<file path="config.mk">
export PLATFORM = sky130hd
export DESIGN_NAME = accum_step
export DESIGN_NICKNAME = d
export VERILOG_FILES = /design/src/rtl/accum_step.sv
export SDC_FILE = /design/constraint.sdc
export NUM_CORES = 1
export LEC_CHECK = 0
export ABC_AREA = 0
export BUFFER_PORTS_ARGS = -buffer_cell sky130_fd_sc_hd__buf_4
export CAP_MARGIN = 20
export CORE_MARGIN = 2
export CORE_UTILIZATION = 60
export DETAILED_ROUTE_END_ITERATION = 12
export PLACE_DENSITY_LB_ADDON = 0.05
export SYNTH_ARGS = -nofsm -noshare
export SYNTH_HDL_FRONTEND = slang
export SYNTH_SLANG_ARGS = --single-unit
export TNS_END_PERCENT = 100
</file>
<file path="constraint.sdc">
create_clock -name CLOCK_50 -period 7.4 [get_ports CLOCK_50]
set_input_delay 0.37 -clock CLOCK_50 [delete_from_list [all_inputs] [get_ports CLOCK_50]]
set_output_delay 0.37 -clock CLOCK_50 [all_outputs]
set_load 0.02 [all_outputs]
</file>
<file path="src/rtl/accum_step.sv">
// accum_step: step-driven accumulator (add/sub/load/clear) with a
// synchronised, edge-detected, auto-repeating step request.
//
// Ports:
//   CLOCK_50  in  system clock, rising edge
//   Reset     in  synchronous active-high reset
//   Step      in  asynchronous active-high operation request
//   Mode      in  00 add, 01 subtract, 10 load, 11 clear
//   Data      in  operand, zero-extended to ACC_W
//   Acc       out accumulator value
//   Ovf       out sticky overflow/underflow flag
//   Pulse     out one-cycle strobe after each applied operation
//
// Build option: define ACC_SAT_EN to saturate add/subtract instead of
// wrapping; the default build wraps modulo 2^ACC_W.
module accum_step #(
    parameter int DATA_W     = 10,
    parameter int ACC_W      = 16,
    parameter int REPEAT_DLY = 25_000_000
) (
    input  logic              CLOCK_50,
    input  logic              Reset,
    input  logic              Step,
    input  logic [1:0]        Mode,
    input  logic [DATA_W-1:0] Data,
    output logic [ACC_W-1:0]  Acc,
    output logic              Ovf,
    output logic              Pulse
);

    if (ACC_W < DATA_W) begin : g_width_check
        $error("accum_step: ACC_W must be >= DATA_W");
    end

    localparam int CNT_W = (REPEAT_DLY > 0) ? $clog2(REPEAT_DLY + 1) : 1;
    // A reload of zero leaves the counter idle, so REPEAT_DLY = 0
    // needs no special case.
    localparam logic [CNT_W-1:0] RELOAD = CNT_W'(REPEAT_DLY);

    logic             sync1_q;
    logic             sync2_q;
    logic             edge_q;
    logic [1:0]       fill_q;
    logic             armed_q;
    logic [CNT_W-1:0] cnt_q;
    logic [ACC_W-1:0] acc_q;
    logic [ACC_W-1:0] acc_d;
    logic             ovf_q;
    logic             ovf_d;
    logic             pulse_q;

    logic             rise;
    logic             rep;
    logic             fire;
    logic [ACC_W-1:0] ext;
    logic [ACC_W:0]   sum;
    logic [ACC_W:0]   diff;

    assign rise = sync2_q & ~edge_q & armed_q;
    assign rep  = sync2_q & (cnt_q == CNT_W'(1));
    assign fire = rise | rep;

    assign ext  = ACC_W'(Data);
    assign sum  = {1'b0, acc_q} + {1'b0, ext};
    assign diff = {1'b0, acc_q} - {1'b0, ext};

    always_comb begin
        acc_d = acc_q;
        ovf_d = ovf_q;
        if (fire) begin
            case (Mode)
                2'b00: begin
`ifdef ACC_SAT_EN
                    acc_d = sum[ACC_W] ? '1 : sum[ACC_W-1:0];
`else
                    acc_d = sum[ACC_W-1:0];
`endif
                    ovf_d = ovf_q | sum[ACC_W];
                end
                2'b01: begin
`ifdef ACC_SAT_EN
                    acc_d = diff[ACC_W] ? '0 : diff[ACC_W-1:0];
`else
                    acc_d = diff[ACC_W-1:0];
`endif
                    ovf_d = ovf_q | diff[ACC_W];
                end
                2'b10: begin
                    acc_d = ext;
                    ovf_d = 1'b0;
                end
                default: begin
                    acc_d = '0;
                    ovf_d = 1'b0;
                end
            endcase
        end
    end

    always_ff @(posedge CLOCK_50) begin
        if (Reset) begin
            sync1_q <= 1'b0;
            sync2_q <= 1'b0;
            edge_q  <= 1'b0;
            fill_q  <= 2'b00;
            armed_q <= 1'b0;
            cnt_q   <= '0;
            acc_q   <= '0;
            ovf_q   <= 1'b0;
            pulse_q <= 1'b0;
        end else begin
            sync1_q <= Step;
            sync2_q <= sync1_q;
            edge_q  <= sync2_q;
            // sync2_q only reflects the real Step two edges after reset;
            // before that its zero is the reset value and must not arm.
            fill_q  <= {fill_q[0], 1'b1};
            if (fill_q[1] && !sync2_q) begin
                armed_q <= 1'b1;
            end
            if (!sync2_q) begin
                cnt_q <= '0;
            end else if (fire) begin
                cnt_q <= RELOAD;
            end else if (cnt_q != '0) begin
                cnt_q <= cnt_q - CNT_W'(1);
            end
            acc_q   <= acc_d;
            ovf_q   <= ovf_d;
            pulse_q <= fire;
        end
    end

    assign Acc   = acc_q;
    assign Ovf   = ovf_q;
    assign Pulse = pulse_q;

endmodule

</file>
==> impl_metrics.csv <==
group,metric,value,unit
routing,vias,3174,
power_and_ir_drop,p_int,775,uW
setup_path,rr_endpoint,"cnt_q[19]$_SDFFE_PP0P_",
clock_network,clk_path_buf_depth,2,
logic_synthesis,synth_seq_cells,49,
routing,dr.pass1.iters,5,
logic_synthesis,synth.area.top_cells,"dfxtp_1 (29%), ha_1 (8.4%), a21oi_1 (6.0%)",
layout,fin_nets,487,
logic_synthesis,synth-async-reset-ratio,0,%
floorplanning,ios,33,
global_route,grt_max_degree,26,
routing,initialDrtViolationCount,253,
power_and_ir_drop,clkPwrFrac,11.4,%
setup_path,r2r_setup_slack,4750,ps
logic_synthesis,yosysTopAreaCell,"dfxtp_1",
floorplanning,die_area,6290,um2
global_route,first_global_vias,2919,
layout,drive_gt1_share,12.3,%
routing,wl_per_cell,15.6,um
min_path,hold_path_depth,2,
power_and_ir_drop,seqPwrFrac,22.7,%
clock_network,postCtsHoldBufs,0,
floorplanning,die_w,79.3,um
logic_synthesis,syn_nets,468,
timing,min_period_over_period,35.8,%
placed_design,dpl_cell_area,3640,um2
power_and_ir_drop,switching_power,650,uW
timing,worstMarginPinSlew,829,ps
floorplanning,die_h,79.3,um
global_route,globalRouteOverflowTotal,0,
power_and_ir_drop,switching_share,45.6,%
setup_path,reg2reg_depth,7,
floorplanning,start_util,61.8,%
routing,viasPerCell,6.10,
setup_path,cp-start-kind,"flip-flop",
power_and_ir_drop,vdd_drop_max,0.000445,V
clock_network,clock_sinks,49,
logic_synthesis,synthTopCellsByCount,"dfxtp_1 (49), nor2_1 (44), a21oi_1 (41), inv_1 (27)",
timing,skew,6.30,ps
floorplanning,rows,27,
logic_synthesis,synth_warnings,0,
clock_network,cts_tree,"done",
floorplanning,core_area,5510,um2
placed_design,routabilityCongestion,0.920,
global_route,antenna_found_initial,0,
placed_design,place_hpwl,5830,um
power_and_ir_drop,power_leakage,1.51,nW
logic_synthesis,synth_top_area_share,28.8,%
logic_synthesis,synth_edf_count,0,
routing,drcViolationCount,0,
timing,tns,0,ps
min_path,hold_path_class,"input port to flip-flop",
timing,fin_crit,2650,ps
timing,slew_viol_final,0,
min_path,hold_start,"Step",
setup_path,crit_path_end_kind,"flip-flop",
logic_synthesis,seq_area_frac_synth,28.8,%
setup_path,crit_fanout,8,
power_and_ir_drop,power_frac_comb,65.9,%
timing,setup_viol,0,
setup_path,rr_startpoint,"cnt_q[5]$_SDFFE_PP0P_",
setup_path,cp.arrival,2820,ps
clock_network,post-cts-setup-buffers,0,
logic_synthesis,synthFlopType,"dfxtp_1",
clock_network,root_buffer,"clkbuf_8",
routing,drt-total-wl,8110,um
layout,area_growth,9.52,%
clock_network,ctsResizeCount,0,
logic_synthesis,syn_area,3410,um2
clock_network,numCtsBuffers,5,
setup_path,crit_type,"flip-flop to flip-flop",
timing,fmax,378,MHz
global_route,grt_usage,27.1,%
status,status,"finished clean",
layout,final_area,3730,um2
logic_synthesis,postSynthAreaPerCell,7.96,um2
min_path,hold_end,"sync1_q$_SDFF_PP0_",
routing,antenna_left,0,
run,cap_violations,0,
power_and_ir_drop,p_per_area,382,nW/um2
timing,rsz0062_at_grt,"no",
setup_path,cp.required,7570,ps
layout,diodes,0,
logic_synthesis,syn_inst,428,
timing,maxSlewHeadroom,44.5,%
clock_network,cts-htree-levels,2,
logic_synthesis,ys_types,57,
global_route,grt_pass1_wl,13700,um
logic_synthesis,synth_most_common_cell,"dfxtp_1",
placed_design,port_buffers,32,
timing,finalHoldViolCount,0,
clock_network,clk_latency,300,ps
clock_network,clk_pin_slew_worst_paths,100,ps
## registers in the layout (all words and copies together), names as in the netlist
| name | flops |
|---|---|
| Acc | 16 |
| cnt_q | 25 |
| Pulse | 1 |
| Ovf | 1 |
| sync2_q | 1 |
| fill_q | 2 |
| edge_q | 1 |
| sync1_q | 1 |
| armed_q | 1 |
## worst max-delay path, cell delays in order (launching register included)
cell,delay (ps)
dfxtp_1,360
or4_4,560
or4_4,470
or3_1,510
nand4_2,250
nor3_1,110
xnor2_1,160
a21oi_1,90
## cells by family after synthesis
kind of cell | count (synthesis) | synth area share, %
adders and majority gates | 25 | 9.63
xor gates and xnor gates | 27 | 6.94
and+or+nand+nor | 149 | 22.7
muxes | 6 | 1.84
buffers and inverters | 50 | 6.17
DFF | 49 | 28.8
AOI/OAI and AO/OA | 122 | 24.0
## placed cells by master, fill, tap and decap left out, types with 2 or more instances in the layout
cell / netlist / routed
a211oi_1: 5 / 5
a211oi_2: 2 / 2
a21oi_1: 41 / 41
a22oi_1: 2 / 2
a31oi_1: 5 / 5
and3_1: 2 / 2
buf_4: 1 / 33
clkbuf_8: 0 / 5
clkinv_1: 2 / 2
clkinvlp_4: 0 / 2
dfxtp_1: 49 / 49
fa_1: 2 / 2
ha_1: 23 / 23
inv_1: 27 / 27
mux2_2: 2 / 2
mux2i_1: 4 / 4
nand2_1: 20 / 20
nand2b_1: 8 / 8
nand3_1: 11 / 11
nand4_1: 2 / 2
nor2_1: 44 / 44
nor2b_1: 12 / 12
nor3_1: 19 / 19
nor3_2: 3 / 3
nor4_1: 11 / 11
o211ai_1: 4 / 4
o21a_1: 8 / 8
o21ai_0: 20 / 20
o221ai_1: 3 / 3
o22ai_1: 3 / 3
o2bb2ai_1: 2 / 2
o311ai_0: 3 / 3
o31a_1: 3 / 3
o31ai_1: 7 / 7
o41ai_1: 3 / 3
or2_2: 2 / 2
or3_1: 9 / 9
or4_4: 2 / 2
xnor2_1: 23 / 23
xor2_1: 4 / 4
## through the flow
| step | util, % | power [mW] | cells | setup WS [ps] | hold slack, ps |
|---|---|---|---|---|---|
| floorplan | - | 1.12 | 428 | 4980 | 414 |
| global placement | 66.1 | 1.23 | 512 | 4760 | 418 |
| detailed placement | 66.1 | 1.25 | 512 | 4690 | 446 |
| CTS | 67.7 | 1.42 | 520 | 4760 | 286 |
| global route | 67.7 | 1.55 | 520 | 4490 | 289 |
| finish | 67.7 | 1.42 | 520 | 4750 | 284 |
## routing by layer
| layer | wire length [um] | track usage, % | share of wire (%) | vias to the layer above |
|---|---|---|---|---|
| li1 | - | - | - | 1575 |
| met1 | 3950 | 38.1 | 49 | 1479 |
| met2 | 3580 | 42.0 | 44 | 111 |
| met3 | 493 | 6.02 | 6.1 | 9 |
| met4 | 82 | 6.72 | 1.0 | 0 |
| met5 | 0 | 0 | 0 | - |
## power by group through the flow
stage | Combinational, mW | Clock, mW | Sequential (mW)
global placement | 0.907 | 0 | 0.327
CTS | 0.935 | 0.165 | 0.323
detailed placement | 0.926 | 0 | 0.328
finish | 0.939 | 0.162 | 0.323
global route | 1.05 | 0.173 | 0.328
floorplan | 0.793 | 0 | 0.325
## worst max path at each step
stage / startpoint / endpoint / slack (ps) / cells past startpoint
2_1_floorplan: cnt_q[6]$_SDFFE_PP0P_ / Acc[13]$_SDFFE_PP0P_ / 4980 / 8
3_3_place_gp: Data[6] / Acc[10]$_SDFFE_PP0P_ / 4760 / 10
3_5_place_dp: Data[6] / Ovf$_SDFFE_PP0P_ / 4690 / 10
4_1_cts: cnt_q[6]$_SDFFE_PP0P_ / cnt_q[19]$_SDFFE_PP0P_ / 4760 / 7
5_1_grt: Acc[6]$_SDFFE_PP0P_ / Acc[12]$_SDFFE_PP0P_ / 4490 / 8
6_report: cnt_q[5]$_SDFFE_PP0P_ / cnt_q[19]$_SDFFE_PP0P_ / 4750 / 7
## layout make-up
| cell class | instances | area (um2) |
|---|---|---|
| clock buffer | 6 | 72.6 |
| clock inverter | 2 | 15.0 |
| fill | 492 | 1780 |
| inverter | 29 | 109 |
| multi-input combinational | 329 | 2210 |
| sequential | 49 | 981 |
| tap | 72 | 90.1 |
| timing repair buffer | 33 | 248 |
(Power assumes the default switching activity.)
